File: config.mk
export PLATFORM = sky130hd
export DESIGN_NAME = mips_run_ctrl_flat
export DESIGN_NICKNAME = d
export VERILOG_FILES = /design/src/rtl/mips_run_ctrl_if.sv /design/src/rtl/mips_run_ctrl.sv /design/src/flat_wrapper.sv
export SDC_FILE = /design/constraint.sdc
export NUM_CORES = 1
export LEC_CHECK = 0
export CORE_MARGIN = 3
export CORE_UTILIZATION = 36
export CTS_CLUSTER_DIAMETER = 80
export DETAILED_ROUTE_END_ITERATION = 10
export PLACE_DENSITY_LB_ADDON = 0.1
export SYNTH_ARGS = -nofsm -noshare
export SYNTH_HDL_FRONTEND = slang
export SYNTH_SLANG_ARGS = --single-unit
File: constraint.sdc
create_clock -name Clock -period 2.05 [get_ports Clock]
set_input_delay 0.3075 -clock Clock [delete_from_list [all_inputs] [get_ports Clock]]
set_output_delay 0.3075 -clock Clock [all_outputs]
set_load 0.005 [all_outputs]
File: src/rtl/mips_run_ctrl_if.sv
// Debug/run-control bus between the top-level debug inputs and mips_run_ctrl.
// master: debug source plus core PC/Instr; slave: the run controller.
interface mips_run_ctrl_if #(
  parameter int CNT_WIDTH = 32
);
  logic                 Start;
  logic                 Stop;
  logic                 Step;
  logic                 Restart;
  logic                 BpEnable;
  logic [31:0]          BpAddr;
  logic [31:0]          PCAddr;
  logic [31:0]          Instr;
  logic                 CpuReset;
  logic                 CpuEnable;
  logic                 Halted;
  logic [1:0]           Cause;
  logic [CNT_WIDTH-1:0] CycleCount;

  modport master (
    output Start, Stop, Step, Restart,
    output BpEnable, BpAddr, PCAddr, Instr,
    input  CpuReset, CpuEnable, Halted,
    input  Cause, CycleCount
  );

  modport slave (
    input  Start, Stop, Step, Restart,
    input  BpEnable, BpAddr, PCAddr, Instr,
    output CpuReset, CpuEnable, Halted,
    output Cause, CycleCount
  );
endinterface

File: src/rtl/mips_run_ctrl.sv
// Run/debug sequencer for the single-cycle MIPS core: reset stretch,
// free-run, single-step, PC breakpoint, BREAK stop and cycle watchdog.
// Ports: Clock, Reset (async, active-high), dbg (mips_run_ctrl_if.slave).
module mips_run_ctrl #(
  parameter int RESET_CYCLES = 4,
  parameter int CNT_WIDTH    = 32,
  parameter int MAX_CYCLES   = 0
) (
  input  logic           Clock,
  input  logic           Reset,
  mips_run_ctrl_if.slave dbg
);

  localparam int HW = $clog2(RESET_CYCLES + 1);
  localparam logic [HW-1:0] HOLD_INIT = HW'(RESET_CYCLES);
  localparam logic [HW-1:0] HOLD_LAST = HW'(1);
  localparam logic [CNT_WIDTH-1:0] WD_LIM = CNT_WIDTH'(MAX_CYCLES);

  typedef enum logic [1:0] {
    RST_HOLD,
    HALT,
    RUN,
    STEP
  } state_e;

  state_e               state_q, state_d;
  logic [HW-1:0]        hold_q, hold_d;
  logic                 first_q, first_d;
  logic [1:0]           cause_q, cause_d;
  logic [CNT_WIDTH-1:0] cnt_q, cnt_d;
  logic                 cpu_reset_q, cpu_reset_d;
  logic                 halted_q, halted_d;

  logic brk_hit;
  logic bp_hit;
  logic wd_hit;
  logic cpu_en;
  logic cnt_clr;
  logic unused_instr;

  assign unused_instr = ^dbg.Instr[25:6];

  assign brk_hit = (dbg.Instr[31:26] == 6'h00) &&
                   (dbg.Instr[5:0] == 6'h0D);
  // first_q masks the compare so a resume at the bp address proceeds.
  assign bp_hit  = dbg.BpEnable && !first_q &&
                   (dbg.PCAddr == dbg.BpAddr);
  assign wd_hit  = (MAX_CYCLES != 0) && (cnt_q == WD_LIM);

  always_comb begin
    state_d = state_q;
    hold_d  = hold_q;
    first_d = first_q;
    cause_d = cause_q;
    cnt_clr = 1'b0;
    cpu_en  = 1'b0;
    if (dbg.Restart) begin
      state_d = RST_HOLD;
      hold_d  = HOLD_INIT;
      cause_d = 2'd0;
      first_d = 1'b0;
      cnt_clr = 1'b1;
    end else begin
      unique case (state_q)
        RST_HOLD: begin
          if (hold_q <= HOLD_LAST) begin
            state_d = HALT;
          end else begin
            hold_d = hold_q - HOLD_LAST;
          end
        end
        HALT: begin
          if (dbg.Stop) begin
            state_d = HALT;
          end else if (dbg.Step) begin
            state_d = STEP;
            cause_d = 2'd0;
          end else if (dbg.Start) begin
            state_d = RUN;
            cause_d = 2'd0;
            first_d = 1'b1;
          end
        end
        RUN: begin
          first_d = 1'b0;
          if (dbg.Stop) begin
            state_d = HALT;
            cause_d = 2'd0;
          end else if (brk_hit) begin
            state_d = HALT;
            cause_d = 2'd2;
          end else if (bp_hit) begin
            state_d = HALT;
            cause_d = 2'd1;
          end else if (wd_hit) begin
            state_d = HALT;
            cause_d = 2'd3;
          end else begin
            cpu_en = 1'b1;
          end
        end
        STEP: begin
          state_d = HALT;
          if (brk_hit) begin
            cause_d = 2'd2;
          end else if (wd_hit) begin
            cause_d = 2'd3;
          end else begin
            cpu_en = 1'b1;
          end
        end
        default: begin
          state_d = RST_HOLD;
          hold_d  = HOLD_INIT;
        end
      endcase
    end
  end

  always_comb begin
    cnt_d = cnt_q;
    if (cnt_clr) begin
      cnt_d = '0;
    end else if (cpu_en && (cnt_q != '1)) begin
      cnt_d = cnt_q + 1'b1;
    end
  end

  assign cpu_reset_d = (state_d == RST_HOLD);
  assign halted_d    = (state_d == RST_HOLD) ||
                       (state_d == HALT);

  always_ff @(posedge Clock or posedge Reset) begin
    if (Reset) begin
      state_q     <= RST_HOLD;
      hold_q      <= HOLD_INIT;
      first_q     <= 1'b0;
      cause_q     <= 2'd0;
      cnt_q       <= '0;
      cpu_reset_q <= 1'b1;
      halted_q    <= 1'b1;
    end else begin
      state_q     <= state_d;
      hold_q      <= hold_d;
      first_q     <= first_d;
      cause_q     <= cause_d;
      cnt_q       <= cnt_d;
      cpu_reset_q <= cpu_reset_d;
      halted_q    <= halted_d;
    end
  end

  assign dbg.CpuEnable  = cpu_en;
  assign dbg.CpuReset   = cpu_reset_q;
  assign dbg.Halted     = halted_q;
  assign dbg.Cause      = cause_q;
  assign dbg.CycleCount = cnt_q;

endmodule

File: src/flat_wrapper.sv
// flat-port wrapper written by rule: the top's interface ports become plain ports
module mips_run_ctrl_flat 
#(
  parameter int RESET_CYCLES = 4,
  parameter int CNT_WIDTH    = 32,
  parameter int MAX_CYCLES   = 0
)
  (Clock, Reset, dbg_Start, dbg_Stop, dbg_Step, dbg_Restart, dbg_BpEnable, dbg_BpAddr, dbg_PCAddr, dbg_Instr, dbg_CpuReset, dbg_CpuEnable, dbg_Halted, dbg_Cause, dbg_CycleCount);
  mips_run_ctrl_if #(.CNT_WIDTH(CNT_WIDTH)) dbg_i ();
  input  logic Clock;
  input  logic Reset;
  input wire logic [$bits(dbg_i.Start)-1:0] dbg_Start;
  input wire logic [$bits(dbg_i.Stop)-1:0] dbg_Stop;
  input wire logic [$bits(dbg_i.Step)-1:0] dbg_Step;
  input wire logic [$bits(dbg_i.Restart)-1:0] dbg_Restart;
  input wire logic [$bits(dbg_i.BpEnable)-1:0] dbg_BpEnable;
  input wire logic [$bits(dbg_i.BpAddr)-1:0] dbg_BpAddr;
  input wire logic [$bits(dbg_i.PCAddr)-1:0] dbg_PCAddr;
  input wire logic [$bits(dbg_i.Instr)-1:0] dbg_Instr;
  output wire logic [$bits(dbg_i.CpuReset)-1:0] dbg_CpuReset;
  output wire logic [$bits(dbg_i.CpuEnable)-1:0] dbg_CpuEnable;
  output wire logic [$bits(dbg_i.Halted)-1:0] dbg_Halted;
  output wire logic [$bits(dbg_i.Cause)-1:0] dbg_Cause;
  output wire logic [$bits(dbg_i.CycleCount)-1:0] dbg_CycleCount;
  assign dbg_i.Start = dbg_Start;
  assign dbg_i.Stop = dbg_Stop;
  assign dbg_i.Step = dbg_Step;
  assign dbg_i.Restart = dbg_Restart;
  assign dbg_i.BpEnable = dbg_BpEnable;
  assign dbg_i.BpAddr = dbg_BpAddr;
  assign dbg_i.PCAddr = dbg_PCAddr;
  assign dbg_i.Instr = dbg_Instr;
  assign dbg_CpuReset = dbg_i.CpuReset;
  assign dbg_CpuEnable = dbg_i.CpuEnable;
  assign dbg_Halted = dbg_i.Halted;
  assign dbg_Cause = dbg_i.Cause;
  assign dbg_CycleCount = dbg_i.CycleCount;
  mips_run_ctrl #(.RESET_CYCLES(RESET_CYCLES), .CNT_WIDTH(CNT_WIDTH), .MAX_CYCLES(MAX_CYCLES)) u_core (.Clock(Clock), .Reset(Reset), .dbg(dbg_i));
endmodule
==> results.sh <==
export IMPL_fin_util=0.707
export IMPL_synthTopCellsByArea="dfrtp_1 36%, xnor2_1 11%, nand4_1 3.5%, mux2i_1 3.3%, nand2b_1 3.2%"
export IMPL_r2r_start="u_core.dbg.CycleCount[4]"
export IMPL_clock_path_buffers=2
export IMPL_status="complete, but fails checks"
export IMPL_viasPerCell=5.01
export IMPL_synthesis_area_um2=2710
export IMPL_worstPathMaxFanout=6
export IMPL_path_common_cell="or4_4"
export IMPL_ys_seq_area_frac=0.389
export IMPL_cts_root_buf="clkbuf_8"
export IMPL_r2r_end="u_core.dbg.CycleCount[17]"
export IMPL_synthesis_nets=398
export IMPL_initial_core_util=0.384
export IMPL_nets=594
export IMPL_multi_input_area_um2=1870
export IMPL_switching_share=0.283
export IMPL_cp_end_kind="flip-flop"
export IMPL_via_count=2928
export IMPL_ir_drop_mv=0.224
export IMPL_synth_common_cells="39 x dfrtp_1, 34 x xnor2_1, 20 x nor2_1"
export IMPL_htree_num_levels=2
export IMPL_grt_ovfl_total=0
export IMPL_startpoint_type="flip-flop"
export IMPL_power_leakage_uw=0.00230
export IMPL_ys_types=44
export IMPL_clk_latency_ns=0.29
export IMPL_fin_setup_tns_ns=-2.89
export IMPL_slew_headroom=0.630
export IMPL_grt_max_degree=43
export IMPL_synth_top_area_frac=0.360
export IMPL_die_h_um=92.7
export IMPL_port_buffers=119
export IMPL_place_ws_ns=-0.641
export IMPL_dpl_cell_count=557
export IMPL_cp_num_buf_inv=1
export IMPL_layout_min_cycle_time_ns=2.25
export IMPL_clk_pin_slew_ns=0.09
export IMPL_worstMarginPinSlew_ns=0.555
export IMPL_cp_num_cells=6
export IMPL_rows=30
export IMPL_combPwrFrac=0.266
export IMPL_pwr_share_clk=0.271
export IMPL_grt_total_usage=0.202
export IMPL_detail_route_first_pass_iterations=4
export IMPL_r2r_cells=6
export IMPL_final_instance_count_excl_fill=585
export IMPL_cts_tree="done"
export IMPL_critPathRequiredTime_ns=2.29
export IMPL_crit_start="u_core.dbg.CycleCount[4]"
export IMPL_final_antenna_net_count=0
export IMPL_cp_cell_sequence="nand3_1, or4_1, or4_4, buf_12, or4_4, nand2_2"
export IMPL_maxCapViolCount=0
export IMPL_synthCells=292
export IMPL_grt_pass1_vias=2994
export IMPL_fmax_mhz=445
export IMPL_numCtsBuffers=5
export IMPL_hold_buffers=0
export IMPL_setup_viol=25
export IMPL_p_sw_uw=558
export IMPL_dieArea_um2=8600
export IMPL_critPathTopFamily="simple AND/OR/NAND/NOR gates"
export IMPL_fp_dieW_um=92.7
export IMPL_slew_viol_final=0
export IMPL_layout_area_seq_um2=1050
export IMPL_crit_path_end="u_core.dbg.CycleCount[17]"
export IMPL_fp_coreArea_um2=7060
export IMPL_crit_slowest_cell="or4_4"
export IMPL_seq_power_share=0.462
export IMPL_antenna_cells=0
export IMPL_crit_arrival_ns=2.48
export IMPL_violations="negative setup slack"
export IMPL_drc_errors=0
export IMPL_ios=140
export IMPL_async_reset_ff_frac=1.00
export IMPL_synth_top_area_cell="dfrtp_1"
export IMPL_final_layout_size_suffix_gt1_frac=0.325
export IMPL_synth_most_common_cell="dfrtp_1"
export IMPL_ys_ff_latch=42
export IMPL_fillers=614
export IMPL_dp_hpwl_um=6240
export IMPL_worstSetupPathType="flip-flop to flip-flop"
export IMPL_power_density_nw_per_um2=395
export IMPL_syn_avg_cell_area_um2=9.28
export IMPL_drt_wl_total_um=8810
export IMPL_hold_path_class="input pin to async pin"
export IMPL_period_share=1.10
export IMPL_synth_flop_cell="dfrtp_1"
export IMPL_synthToLayoutAreaGrowth_pct=84.2
export IMPL_antenna_found_initial=0
export IMPL_yosysWarnings=0
export IMPL_synth_edf_count=0
export IMPL_gp_congestion=0.858
export IMPL_rsz0062_at_grt="yes"
export IMPL_drtIter0Drc=78
export IMPL_finalHoldViolCount=0
export IMPL_p_int_uw=1410
export IMPL_total_power_uw=1970
export IMPL_worst_r2r_setup_slack_ns=-0.20
export IMPL_cts_sinks=42
export IMPL_grt_pass1_wl_um=14000
export IMPL_clock_skew_ns=0.00834
export IMPL_post_drt_wl_per_cell_um=15.1
export IMPL_slowest_delay_ns=0.59
export IMPL_setup_ws_ns=-0.195
==> sequential cells by signal, summed over array words and instances (netlist names) <==
name,count
u_core.dbg.CpuReset,1
u_core.hold_q,3
u_core.first_q,1
u_core.state_q,2
u_core.dbg.Cause,2
u_core.dbg.CycleCount,32
u_core.dbg.Halted,1
==> cells in the final DEF (no fill, tap or decap), types with 7 or more instances in the layout <==
master	synthesis	layout
clkdlybuf4s15_1	0	8
nand4_1	15	15
nand2_1	16	10
mux2_4	0	7
nand2b_1	14	13
nand3_1	13	9
nor2b_1	14	14
clkdlybuf4s50_1	0	40
buf_6	3	13
xnor2_1	34	33
nor2_1	20	19
buf_4	0	65
dlygate4sd2_1	0	68
dfrtp_1	39	39
inv_1	9	8
mux2i_1	9	9
==> cell type report <==
cell class / count / share of cell area
clock inverter: 2 / 0.00276
sequential: 42 / 0.211
tap: 96 / 0.0241
multi-input combinational: 229 / 0.374
clock buffer: 6 / 0.0145
inverter: 9 / 0.00677
timing repair buffer: 201 / 0.366
==> metrics by stage <==
stage | hold WS (ns) | area [µm²]
6_report | 0.454 | 4990
2_1_floorplan | 0.483 | 2740
5_1_grt | 0.529 | 4990
4_1_cts | 0.477 | 4770
3_3_place_gp | 0.518 | 4450
3_5_place_dp | 0.517 | 4450
==> layer usage <==
metal	global-route usage	up-vias	part of all wire
li1	-	1430	-
met1	0.250	1368	0.42
met2	0.347	116	0.49
met3	0.0504	14	0.081
met4	0.0562	0	0.018
met5	0	-	0
==> tightest hold or removal path: cells and delay by family <==
kind | cells | cell delay [ns]
buffers and inverters | 3 | 0.91
==> power by group through the flow <==
stage | Sequential [µW] | Combinational [µW] | Clock [µW]
after CTS | 913 | 521 | 550
after global placement | 926 | 542 | 0
after detailed placement | 929 | 555 | 0
after global routing | 920 | 581 | 579
after floorplan | 937 | 262 | 0
final | 911 | 525 | 535
==> what timing repair did <==
item,CTS,global route
setup buffers,12,7
setup endpoints to repair,36,38
gates cloned,2,1
pin swaps,58,37
resized for setup,126,52
==> how the worst min path moves through the flow <==
| stage | depth (start not counted) | to |
|---|---|---|
| global route | 3 | u_core.dbg.CycleCount[0] |
| floorplan | 1 | u_core.dbg.CycleCount[26] |
| detailed placement | 2 | u_core.first_q |
| finish | 3 | u_core.dbg.CycleCount[12] |
| global placement | 2 | u_core.first_q |
| CTS | 3 | u_core.dbg.CycleCount[12] |
==> cells by family (layout without fill, tap and decap cells) <==
family	count (synthesis)	count (layout)	share of synthesized area
xor gates and xnor gates	36	36	0.116
DFF	42	42	0.389
and+or+nand+nor	137	137	0.298
AOI/OAI and AO/OA	37	37	0.0813
buffers and inverters	21	218	0.0388
muxes	16	16	0.0624
adders and majority gates	3	3	0.0139
No activity file was read; power rests on OpenSTA's default activity.
